[config.mk]
export PLATFORM = sky130hd
export DESIGN_NAME = hbridge_deadtime
export DESIGN_NICKNAME = d
export VERILOG_FILES = /design/src/rtl/hbridge_deadtime_pkg.sv /design/src/rtl/hbridge_deadtime_leg.sv /design/src/rtl/hbridge_deadtime.sv
export SDC_FILE = /design/constraint.sdc
export NUM_CORES = 1
export LEC_CHECK = 0
export CORE_AREA = 3 3 62 121
export CTS_CLUSTER_DIAMETER = 40
export DETAILED_ROUTE_END_ITERATION = 10
export DIE_AREA = 0 0 65 124
export GPL_TIMING_DRIVEN = 1
export PLACE_DENSITY = 0.9
export SETUP_SLACK_MARGIN = 0.3
export SYNTH_ARGS = -nofsm -noshare
export SYNTH_HDL_FRONTEND = slang
export SYNTH_SLANG_ARGS = --single-unit
[constraint.sdc]
create_clock -name clk -period 3.3 [get_ports clk]
set_clock_uncertainty 0.1 [all_clocks]
set_input_delay 0.825 -clock clk [delete_from_list [all_inputs] [get_ports clk]]
set_output_delay 0.825 -clock clk [all_outputs]
set_load 0.01 [all_outputs]
[src/rtl/hbridge_deadtime_pkg.sv]
// Shared definitions for the H-bridge dead-time stage.
// Holds the per-leg state encoding, the default dead-time length and the
// helper that turns the raw arm/enable/high inputs into a leg command.
package hbridge_deadtime_pkg;

  typedef enum logic [1:0] {
    S_OFF  = 2'd0,
    S_HI   = 2'd1,
    S_LO   = 2'd2,
    S_DEAD = 2'd3
  } leg_state_t;

  localparam int DEAD_CYCLES_DEFAULT = 8;

  // Command for one leg: OFF when disarmed or not enabled, else HI/LO by the
  // high input. Only S_OFF, S_HI and S_LO are ever returned.
  function automatic leg_state_t leg_cmd(input logic arm_en, input logic en, input logic high);
    leg_state_t cmd;
    if (!arm_en || !en) begin
      cmd = S_OFF;
    end else if (high) begin
      cmd = S_HI;
    end else begin
      cmd = S_LO;
    end
    return cmd;
  endfunction

endpackage

[src/rtl/hbridge_deadtime_leg.sv]
// One H-bridge leg: state machine plus dead-time counter.
// Ports:
//   clk, reset   - clock, synchronous active-high reset
//   armEn        - global arm; 0 commands OFF
//   high, en     - leg drive-high command and leg enable
//   hiGate       - registered high-side FET gate
//   loGate       - registered low-side FET gate
// Any departure from S_HI or S_LO goes through S_DEAD, which holds both gates
// off for exactly DEAD_CYCLES cycles before the command is looked at again.
module deadtime_leg
  import hbridge_deadtime_pkg::*;
#(
  parameter int DEAD_CYCLES = DEAD_CYCLES_DEFAULT
) (
  input  logic clk,
  input  logic reset,
  input  logic armEn,
  input  logic high,
  input  logic en,
  output logic hiGate,
  output logic loGate
);

  localparam int CW = $clog2(DEAD_CYCLES + 1);
  localparam logic [CW-1:0] CNT_LOAD = CW'(DEAD_CYCLES - 1);
  localparam logic [CW-1:0] CNT_ZERO = {CW{1'b0}};
  localparam logic [CW-1:0] CNT_ONE  = CW'(1);

  leg_state_t    state;
  leg_state_t    state_next;
  leg_state_t    cmd;
  logic [CW-1:0] cnt;
  logic [CW-1:0] cnt_next;

  assign cmd = leg_cmd(armEn, en, high);

  // Next-state and counter logic for the leg.
  always_comb begin
    state_next = state;
    cnt_next   = cnt;
    case (state)
      S_OFF: begin
        state_next = cmd;
        cnt_next   = CNT_ZERO;
      end
      S_HI: begin
        if (cmd == S_HI) begin
          state_next = S_HI;
        end else begin
          state_next = S_DEAD;
          cnt_next   = CNT_LOAD;
        end
      end
      S_LO: begin
        if (cmd == S_LO) begin
          state_next = S_LO;
        end else begin
          state_next = S_DEAD;
          cnt_next   = CNT_LOAD;
        end
      end
      S_DEAD: begin
        // The command is only honoured on the last dead cycle, so a flip-back
        // mid dead time cannot shorten it.
        if (cnt == CNT_ZERO) begin
          state_next = cmd;
        end else begin
          state_next = S_DEAD;
          cnt_next   = cnt - CNT_ONE;
        end
      end
      default: begin
        state_next = S_OFF;
        cnt_next   = CNT_ZERO;
      end
    endcase
  end

  // State, counter and gate registers; gates are decoded from the next state
  // so they line up with the registered state without a combinational path.
  always_ff @(posedge clk) begin
    if (reset) begin
      state  <= S_OFF;
      cnt    <= CNT_ZERO;
      hiGate <= 1'b0;
      loGate <= 1'b0;
    end else begin
      state  <= state_next;
      cnt    <= cnt_next;
      hiGate <= (state_next == S_HI);
      loGate <= (state_next == S_LO);
    end
  end

endmodule

[src/rtl/hbridge_deadtime.sv]
// Gate-drive conditioning between the tone generator and the H-bridge drivers.
// Ports:
//   clk, reset                 - clock, synchronous active-high reset
//   armEn                      - global arm; 0 turns every leg off via dead time
//   leftHigh/leftEn            - per-track left leg command and enable
//   rightHigh/rightEn          - per-track right leg command and enable
//   leftHiGate/leftLoGate      - per-track left leg high/low FET gates
//   rightHiGate/rightLoGate    - per-track right leg high/low FET gates
// Every leg is an independent deadtime_leg instance.
module hbridge_deadtime
  import hbridge_deadtime_pkg::*;
#(
  parameter int NUM_TRACKS  = 4,
  parameter int DEAD_CYCLES = DEAD_CYCLES_DEFAULT
) (
  input  logic                  clk,
  input  logic                  reset,
  input  logic                  armEn,
  input  logic [NUM_TRACKS-1:0] leftHigh,
  input  logic [NUM_TRACKS-1:0] leftEn,
  input  logic [NUM_TRACKS-1:0] rightHigh,
  input  logic [NUM_TRACKS-1:0] rightEn,
  output logic [NUM_TRACKS-1:0] leftHiGate,
  output logic [NUM_TRACKS-1:0] leftLoGate,
  output logic [NUM_TRACKS-1:0] rightHiGate,
  output logic [NUM_TRACKS-1:0] rightLoGate
);

  deadtime_leg #(.DEAD_CYCLES(DEAD_CYCLES)) u_left [NUM_TRACKS-1:0] (
    .clk    (clk),
    .reset  (reset),
    .armEn  (armEn),
    .high   (leftHigh),
    .en     (leftEn),
    .hiGate (leftHiGate),
    .loGate (leftLoGate)
  );

  deadtime_leg #(.DEAD_CYCLES(DEAD_CYCLES)) u_right [NUM_TRACKS-1:0] (
    .clk    (clk),
    .reset  (reset),
    .armEn  (armEn),
    .high   (rightHigh),
    .en     (rightEn),
    .hiGate (rightHiGate),
    .loGate (rightLoGate)
  );

endmodule
==> flow_summary.json <==
{
  "die_h_um": 124,
  "worstSkewPairLatency_ps": 330,
  "fmax_mhz": 397,
  "drive_above_1_share": 0.0768,
  "clockRootBuffer": "clkbuf_16",
  "firstDrtPassIters": 5,
  "clk_pin_slew_ps": 50,
  "postSynthCellCount": 492,
  "crit_required_ps": 3460,
  "fin_nets": 588,
  "hold_viol_final": 0,
  "vdd_drop_max_mv": 0.427,
  "placed_area_mm2": 0.00446,
  "max_cap_violations": 0,
  "hold_path.class": "reg -> reg",
  "crit_chain": "clkdlybuf4s50_1 > mux2_1 > a32o_2 > or4_1 > a21oi_1",
  "globalRouteOverflowTotal": 0,
  "worstHoldStart": "u_right[2].cnt[0]",
  "worst-path-buf-inv": 1,
  "drtIter0Drc": 196,
  "core-area_mm2": 0.00667,
  "reg2reg_from": "u_right[3].state[0]",
  "combPwrFrac": 0.082,
  "drc": 0,
  "antenna_found_initial": 0,
  "drv_slew": 0,
  "r2r-end": "u_right[3].cnt[3]",
  "fillers": 505,
  "rows": 42,
  "cts_max_path_buffers": 2,
  "final.period_utilization": 0.763,
  "ys_warn_count": 0,
  "crit_path_max_incr_delay_ps": 560,
  "setup-violations-final": 0,
  "antennaDiodeCount": 0,
  "switchingPower_mw": 0.425,
  "fin_cells": 609,
  "worstPathArrival_ps": 2680,
  "cp-start-kind": "input pin",
  "fin_area_mm2": 0.00480,
  "min_to": "u_right[2].cnt[0]",
  "final_cell_mix": "dfxtp_1, a21oi_1, ha_1, inv_1, nor2_1",
  "hpwl_um": 6330,
  "syn_to_final_growth_pct": 16.8,
  "synth_cell_types": 50,
  "crit_fanout": 8,
  "crit_family": "buffers and inverters",
  "cts_tree": "done",
  "tns_ps": 0,
  "final_util": 0.719,
  "r2r_slack_ps": 1210,
  "slew_headroom": 0.617,
  "tightest_slew_ps": 572,
  "reg2reg_depth": 6,
  "wire_per_inst_um": 14.2,
  "pwr-share-clk": 0.521,
  "ys_seq_elements": 64,
  "grt_usage": 0.230,
  "fp.dieW_um": 65,
  "min_path_cells": 2,
  "htree_num_levels": 3,
  "via_per_inst": 5.78,
  "postCtsHoldBufs": 0,
  "synth_edf_count": 0,
  "critPathSlowestCell": "clkdlybuf4s50_1",
  "ys_async_sr_fraction": 0,
  "routed_wl_um": 8640,
  "grt_max_degree": 29,
  "switching_share": 0.213,
  "cts_resized": 0,
  "cts_setup_buffers": 0,
  "drt.antenna.violating_nets": 0,
  "port_buffers": 34,
  "pwr_density_cell_mw_per_mm2": 415,
  "seqPwrFrac": 0.397,
  "num_io_pins": 35,
  "p_int_mw": 1.57,
  "grt_pass1_wl_um": 14600,
  "routabilityCongestion": 0.797,
  "dieArea_mm2": 0.00806,
  "rsz0062_at_grt": "false",
  "cp-end-kind": "register",
  "cts_made_buffers": 9,
  "syn_nets": 564,
  "synth-seq-area-share": 0.312,
  "syn_area_mm2": 0.00411,
  "min_period_ps": 2520,
  "start_util": 0.616,
  "criticalPathCategory": "in -> reg",
  "p_leak_nw": 1.98,
  "first_global_vias": 3523,
  "status": "finished, final reports clean",
  "avgSynthCellArea_um2": 8.35,
  "clock-sinks": 64,
  "place_inst": 593,
  "synth_ff_type": "dfxtp_1",
  "final_common_cell": "dfxtp_1",
  "dr_total_vias": 3518
}
==> layout make-up <==
class	instances	area (um2)	area share
timing repair buffer	39	403	0.0839
inverter	49	184	0.0383
sequential	64	1280	0.267
multi-input combinational	353	2480	0.517
clock inverter	1	30.0	0.00626
clock buffer	15	308	0.0641
tap	88	110	0.0229
==> stage by stage <==
step | setup slack [ps] | hold WS (ps) | total power, mW
finish | 782 | 373 | 1.99
global route | 715 | 389 | 2.06
CTS | 797 | 373 | 2.01
detailed placement | 461 | 366 | 0.964
global placement | 482 | 354 | 0.958
floorplan | 1090 | 339 | 0.903
==> kinds of logic (layout without fill, tap and decap cells) <==
| family | after synthesis | count (layout) | synth area share |
|---|---|---|---|
| AND/OR/NAND/NOR | 154 | 154 | 0.208 |
| AO/OA/AOI/OAI | 134 | 134 | 0.203 |
| buffers and inverters | 75 | 104 | 0.0837 |
| flip-flops | 64 | 64 | 0.312 |
| adder cells (fa/ha/maj) | 53 | 53 | 0.161 |
| multiplexers | 12 | 12 | 0.0320 |
==> power groups by stage <==
stage	registers (mW)	clock network, mW	logic, mW
finish	0.789	1.04	0.164
CTS	0.789	1.06	0.162
detailed placement	0.805	0	0.159
global route	0.790	1.09	0.180
floorplan	0.804	0	0.0997
global placement	0.805	0	0.153
==> worst register-to-register path, delay by kind of cell (launching register included) <==
| kind | cells | cell delay (ps) |
|---|---|---|
| simple gates | 1 | 510 |
| compound gates | 2 | 470 |
| flops | 1 | 360 |
| mux | 1 | 270 |
| fa+ha+maj | 1 | 230 |
| buf+inv | 1 | 80 |
==> flip-flops by register name, indices dropped and copies added, names as in the netlist <==
name / count
u_left.cnt: 16
u_right.cnt: 16
u_left.state: 8
u_right.state: 8
u_left.hiGate: 4
u_left.loGate: 4
u_right.hiGate: 4
u_right.loGate: 4
==> per-layer routing <==
| metal | GRT usage | vias to the layer above | wire [um] |
|---|---|---|---|
| met5 | 0 | - | 0 |
| met4 | 0.118 | 0 | 142 |
| met3 | 0.0478 | 13 | 287 |
| met2 | 0.451 | 72 | 5030 |
| met1 | 0.215 | 1665 | 3180 |
| li1 | - | 1768 | - |
==> cells in the mapped netlist, types with 5 or more instances <==
library cell / count / area [um2]
dfxtp_1: 64 / 1280
a21oi_1: 63 / 315
ha_1: 53 / 663
inv_1: 49 / 184
nor2_1: 37 / 139
nand2_1: 28 / 105
o21ai_0: 24 / 120
buf_4: 16 / 120
or3_1: 15 / 93.8
nor3b_1: 12 / 90.1
a21o_1: 10 / 75.1
nand3_1: 10 / 50.1
clkbuf_1: 7 / 26.3
nand2b_1: 7 / 43.8
mux2i_1: 6 / 60.1
nand3b_1: 6 / 45.0
nor2b_1: 6 / 37.5
nor3_1: 5 / 25.0
==> worst max-delay path by stage <==
stage                                  end         from  slack [ps]  depth (start not counted)
after global routing      u_left[1].cnt[3]  leftHigh[1]         720                          5
after CTS                 u_left[1].cnt[3]  leftHigh[1]         800                          5
final                     u_left[1].cnt[3]  leftHigh[1]         780                          5
after detailed placement  u_left[1].cnt[3]  leftHigh[1]         460                          5
after floorplan           u_left[0].cnt[3]  leftHigh[0]        1090                          4
after global placement    u_left[1].cnt[3]  leftHigh[1]         480                          5
No activity file was read; power rests on OpenSTA's default activity.
